==> src/rtl/ntt_dmem_writeback.sv <==
// Packs the NTT store-out coefficient stream four lanes per 64-bit word and
// writes the words to data memory through a small FIFO that honours back-pressure.
module ntt_dmem_writeback #(
  parameter int COEF_W     = 16,
  parameter int N_COEF     = 128,
  parameter int FIFO_DEPTH = 4
) (
  input  logic              CLK,
  input  logic              RST,
  input  logic              arm,
  input  logic [63:0]       base_addr,
  input  logic              coef_valid,
  input  logic [COEF_W-1:0] coef_data,
  output logic              dmem_we,
  output logic [63:0]       dmem_addr,
  output logic [63:0]       dmem_wdata,
  output logic [7:0]        dmem_wstrb,
  input  logic              dmem_ready,
  output logic              busy,
  output logic              done,
  output logic              overflow
);

  localparam int N_WORD = N_COEF / 4;
  localparam int CNT_W  = $clog2(N_COEF);
  localparam int IDX_W  = CNT_W - 2;
  localparam int WIDX_W = IDX_W + 1;
  localparam int PTR_W  = $clog2(FIFO_DEPTH);
  localparam int WORD_W = 4 * COEF_W;

  typedef enum logic [1:0] {IDLE, COLLECT, DRAIN, DONE} state_t;

  state_t              state_reg, state_next;
  logic [63:0]         base_reg;
  logic [CNT_W-1:0]    coef_cnt_reg;
  logic [WIDX_W-1:0]   word_idx_reg;
  logic                overflow_reg;
  logic [WORD_W-1:0]   pack_reg;
  wire  [WORD_W-1:0]   pack_next;
  logic                push_reg;
  logic [WORD_W-1:0]   push_word_reg;
  logic [IDX_W-1:0]    push_idx_reg;
  logic [PTR_W-1:0]    wr_ptr_reg, rd_ptr_reg;
  logic [PTR_W:0]      fifo_cnt_reg;

  // Each FIFO entry carries its own word index so a dropped word leaves a hole
  // in the address sequence instead of shifting later words down.
  logic [WORD_W-1:0]   mem_data [FIFO_DEPTH];
  logic [IDX_W-1:0]    mem_idx  [FIFO_DEPTH];

  logic take, lane3_take, last_coef, fifo_full, pop, drop, fifo_wr;

  assign take       = (state_reg == COLLECT) && coef_valid;
  assign lane3_take = take && (coef_cnt_reg[1:0] == 2'd3);
  assign last_coef  = (coef_cnt_reg == CNT_W'(N_COEF - 1));
  assign fifo_full  = (fifo_cnt_reg == (PTR_W+1)'(FIFO_DEPTH));
  assign pop        = dmem_we && dmem_ready;
  assign drop       = push_reg && fifo_full && !pop;
  assign fifo_wr    = push_reg && !drop;

  for (genvar gi = 0; gi < 4; gi++) begin : g_lane
    assign pack_next[gi*COEF_W +: COEF_W] =
      (take && coef_cnt_reg[1:0] == 2'(gi)) ? coef_data : pack_reg[gi*COEF_W +: COEF_W];
  end

  always_comb begin
    state_next = state_reg;
    case (state_reg)
      IDLE:    if (arm) state_next = COLLECT;
      COLLECT: if (coef_valid && last_coef) state_next = DRAIN;
      DRAIN:   if (fifo_cnt_reg == '0 && word_idx_reg == WIDX_W'(N_WORD)) state_next = DONE;
      DONE:    state_next = IDLE;
      default: state_next = IDLE;
    endcase
  end

  always_ff @(posedge CLK) begin
    if (!RST) begin
      state_reg     <= IDLE;
      base_reg      <= '0;
      coef_cnt_reg  <= '0;
      word_idx_reg  <= '0;
      overflow_reg  <= 1'b0;
      pack_reg      <= '0;
      push_reg      <= 1'b0;
      push_word_reg <= '0;
      push_idx_reg  <= '0;
      wr_ptr_reg    <= '0;
      rd_ptr_reg    <= '0;
      fifo_cnt_reg  <= '0;
    end else begin
      state_reg <= state_next;
      push_reg  <= lane3_take;
      if (take) begin
        coef_cnt_reg <= coef_cnt_reg + CNT_W'(1);
        pack_reg     <= pack_next;
      end
      if (lane3_take) begin
        push_word_reg <= pack_next;
        push_idx_reg  <= coef_cnt_reg[CNT_W-1:2];
      end
      if (fifo_wr) wr_ptr_reg <= wr_ptr_reg + PTR_W'(1);
      if (pop)     rd_ptr_reg <= rd_ptr_reg + PTR_W'(1);
      if (fifo_wr && !pop)
        fifo_cnt_reg <= fifo_cnt_reg + (PTR_W+1)'(1);
      else if (!fifo_wr && pop)
        fifo_cnt_reg <= fifo_cnt_reg - (PTR_W+1)'(1);
      if (pop || drop) word_idx_reg <= word_idx_reg + WIDX_W'(1);
      if (drop) overflow_reg <= 1'b1;
      // The FIFO is always empty in IDLE, so clearing word_idx here cannot lose a pop.
      if (state_reg == IDLE && arm) begin
        base_reg     <= base_addr & ~64'h7;
        coef_cnt_reg <= '0;
        word_idx_reg <= '0;
        overflow_reg <= 1'b0;
      end
    end
  end

  always_ff @(posedge CLK) begin
    if (fifo_wr) begin
      mem_data[wr_ptr_reg] <= push_word_reg;
      mem_idx[wr_ptr_reg]  <= push_idx_reg;
    end
  end

  assign dmem_we    = (fifo_cnt_reg != '0);
  assign dmem_wstrb = {8{dmem_we}};
  assign dmem_addr  = dmem_we ? base_reg + {{(64-IDX_W-3){1'b0}}, mem_idx[rd_ptr_reg], 3'b000} : 64'd0;
  assign dmem_wdata = dmem_we ? 64'(mem_data[rd_ptr_reg]) : 64'd0;
  assign busy       = (state_reg == COLLECT) || (state_reg == DRAIN);
  assign done       = (state_reg == DONE);
  assign overflow   = overflow_reg;

endmodule
==> config.mk <==
export PLATFORM = sky130hd
export DESIGN_NAME = ntt_dmem_writeback
export DESIGN_NICKNAME = d
export VERILOG_FILES = /design/src/rtl/ntt_dmem_writeback.sv
export SDC_FILE = /design/constraint.sdc
export NUM_CORES = 1
export LEC_CHECK = 0
export ABC_AREA = 1
export BUFFER_PORTS_ARGS = -buffer_cell sky130_fd_sc_hd__buf_2
export CAP_MARGIN = 20
export CORE_MARGIN = 2
export CORE_UTILIZATION = 30
export CTS_CLUSTER_SIZE = 10
export DETAILED_ROUTE_END_ITERATION = 10
export GPL_ROUTABILITY_DRIVEN = 0
export PLACE_DENSITY = 0.52
export SLEW_MARGIN = 40
export SYNTH_ARGS = -nofsm -noshare
export SYNTH_HDL_FRONTEND = slang
export SYNTH_SLANG_ARGS = --single-unit
==> constraint.sdc <==
create_clock -name CLK -period 9.35 [get_ports CLK]
set_input_delay 0 -clock CLK [delete_from_list [all_inputs] [get_ports CLK]]
set_output_delay 0 -clock CLK [all_outputs]
set_load 0.02 [all_outputs]
==> results.md <==
- Outcome: finished clean
- WL per Instance: 17.75 um
- Cell Chain, Critical Path: clkinv_2 -> o21ai_0 -> o22ai_1 -> ha_1 -> fa_1 -> nand2_1 -> nand2_1 -> nand3_2 -> nand2_4 -> nand2_1 -> o21ai_0 -> a21oi_1 -> buf_2
- Commonest cells after routing, fill and taps aside: nor2_1, nand2_1, edfxtp_1
- Multiplexer share of the synthesized area: 0.02301
- Global route hottest layer: met2
- Layout fillers: 6941
- Register bit total from synthesis: 480
- Cell types with the largest area share after synthesis: edfxtp_1, dfxtp_1, nor2_1
- Fin Setup TNS: 0 ns
- Reported max-cap violation count: 0
- Final max-slew violation count: 0
- Global-route track usage on met3: 0.02447
- CP endpoint kind: output pin
- CTS tree: yes
- Post-synth design cell area: roughly 21000 um^2
- Total wire length after detailed routing: ~63 mm
- Total setup violations reported at the end of the flow: 0
- Avg Inst Size Synth: 9.091 um^2
- Maximum number of pins on one net before global-route repair: 101
- Clock Path Buffers: 3
- Initial standard-cell utilization of the core: 0.3039
- Number of flip-flops under the largest register name: about 260
- Placement Cell Area: 22810 um^2
- Sequential element share of the synthesized area: 0.5925
- Met1 track utilization from global routing: 0.2150
- Slew HR: 0.4640
- Clock period minus final worst setup slack: about 4.4 ns
- Later-pin clock latency in the skew report: about 0.64 ns
- Number of buffers created by CTS: 57
- Largest family of logic cells by synthesized area: simple AND/OR/NAND/NOR gates
- Post-cts gate resize count: 0
- Die area: between 70000 and 80000 um^2
- Clock transition at path regs: 0.06 ns
- Synthesized-area fraction occupied by and/or/nand/nor cells: 0.1937
- Routed via count divided by cell count: roughly 4.7
- Total Routing Usage GR: 0.1727
- I/O Buffers: 218
- Pwr Density: 273.3 nW/um^2
- Number of standard cells after synthesis: approximately 2300
- Number of placed cells counting well taps: between 3000 and 4000
- Category of the most critical setup path: reg2out
- Post-synthesis compound-gate area fraction: 0.1131
- Drt first pass iters: 7
- Count of nets after finishing: about 2700
- Sink Count: 480
- DRC violations left: 0
- Root buf cell: clkbuf_16
- Final non-filler cell area: between 20000 and 30000 um^2
- Number of failing hold endpoints at the final stage: 0
- Slowest cell on the critical path: dfxtp_4
- Biggest fanout along the worst timing path: between 40 and 50
- Unrepaired setup endpoints after global routing: false
- Xor and xnor area share after synthesis: 0.006292
- Peak supply drop: ~0.00022 V
- Layout cell share with drive strength beyond 1: 0.1420
- Y dimension of the die: 267.8 um
- IO Pins: between 200 and 250
- Share of the clock period used by the worst path: 0.4653
- # diodes: 0
- Most frequent standard cell in the layout excluding fill and tap cells: nor2_1
- Transition at the pin with the smallest max-transition slack: between 0.8 and 0.9 ns
- Count of H-tree levels built during CTS: 2
- Antenna violations before repair: 0
- Most used cell, CP: nand2_1
- Worst min path class: in2reg
- Residual overflow from global routing: 0
- Number of global-route vias before repair: 16290
- Met2 Resource Use GR: 0.3077
- Data arrival time of the critical path: around 4.4 ns
- Critical path startpoint category: register
- Reg2Reg Setup Slack: 6.55 ns
- Antenna-violating nets left: 0
- Clock Skew: between 0.06 and 0.07 ns
- Die span in x: 267.8 um
- Post-synthesis cell type with the largest combined area: edfxtp_1
- Slowest cell delay on critical path: roughly 0.63 ns
- Layout Area Growth over Synthesis: 21.93%
- Row count: 96
- Area share of fa/ha/maj cells after synthesis: 0.01450
- Number of warnings reported in the yosys synthesis log: 0
- First-iteration detailed-routing DRC count: between 1000 and 1500
- Required time at the worst-slack endpoint: about 9.4 ns
- Non-filler cells, final: 3536
- First-pass GRT wire length: approximately 95 mm
- Area share of the largest cell type after synthesis: 0.3969
- Estimated wirelength of the detail-placed design: about 40 mm
- Leak pwr: approximately 0.01 uW
- Floorplan core area: a little under 70000 um^2
- Detailed-route via count: between 15000 and 20000
- Timing-limited maximum frequency: between 200 and 250 MHz
- Number of library cell types mapped by synthesis: 40
[routing by layer]
metal / up-vias / share of wire / wire (um)
met2: 444 / 0.49 / 30800
met5: - / 0 / 0
met4: 0 / 0.030 / 1901
met3: 98 / 0.052 / 3246
li1: 8154 / - / -
met1: 7964 / 0.43 / 26810
[power by group]
part	switching (uW)	internal, uW
Combinational	1770	646
Clock	869	1210
Sequential	145	2320
[cell type report]
cell class | instances | area, um^2 | share of cell area
clock buffers | 96 | 1623 | 0.06374
clock inverters | 9 | 150.1 | 0.005897
well taps | 931 | 1165 | 0.04575
multi-input cells | 1532 | 7372 | 0.2895
flip-flops and latches | 480 | 12380 | 0.4861
repair buffers | 324 | 2156 | 0.08467
inverters | 164 | 618.1 | 0.02428
[synthesized netlist by cell type, drive strengths merged]
| library cell | count |
|---|---|
| mux2i | 48 |
| buf | 60 |
| nand4 | 19 |
| xnor2 | 8 |
| nor2 | 584 |
| inv | 163 |
| nand2 | 336 |
| nand3b | 2 |
| ha | 21 |
| o22ai | 5 |
| edfxtp | 276 |
| nand3 | 46 |
| nor3 | 9 |
| clkinv | 1 |
| a31oi | 2 |
| xor2 | 7 |
| a21oi | 144 |
| and2 | 3 |
| clkbuf | 63 |
| fa | 2 |
| o211ai | 48 |
| o21bai | 8 |
| or2 | 4 |
| dfxtp | 204 |
| o21ai | 232 |
| a211oi | 1 |
| conb | 1 |
[metrics by stage]
| step | total power [uW] | util | setup WS (ns) | hold slack (ns) |
|---|---|---|---|---|
| finish | 6959 | 0.3706 | 5.000 | 0.2048 |
| global route | 7343 | 0.3706 | 4.565 | 0.2124 |
| CTS | 7075 | 0.3702 | 4.887 | 0.1691 |
| detailed placement | 4934 | 0.3320 | 5.545 | 0.2647 |
| global placement | 4912 | 0.3313 | 5.367 | 0.2584 |
| floorplan | 3998 | - | 5.182 | 0.1481 |
[worst max-delay path: cells and delay by family (launching register included)]
kind | cells | cell delay [ns]
compound gates | 4 | 0.88
fa+ha+maj | 2 | 0.72
buf+inv | 2 | 0.84
simple gates | 5 | 0.67
flops | 1 | 0.63
[final timing paths]
check / startpoint / endpoint / cells past startpoint
max: register / dmem_addr[15] / 13
min: base_addr[58] / base_reg[58] / 4
max reg2reg: fifo_cnt_reg[0] / mem_data[2][49] / 7
min reg2reg: overflow / overflow / 2
[kinds of logic (layout without fill, tap and decap cells)]
group | Yosys count | count (layout)
buffers and inverters | 287 | 593
AO/OA/AOI/OAI | 440 | 440
multiplexers | 48 | 48
adder cells (fa/ha/maj) | 23 | 23
flip-flops | 480 | 480
AND/OR/NAND/NOR | 1003 | 1003
other | 1 | 3
XOR/XNOR | 15 | 15
[repair_timing]
item | CTS | global route
hold buffers | 85 | 0
buffers inserted | 0 | 0
hold endpoints to repair | 186 | 0
No activity file was read; power rests on OpenSTA's default activity.
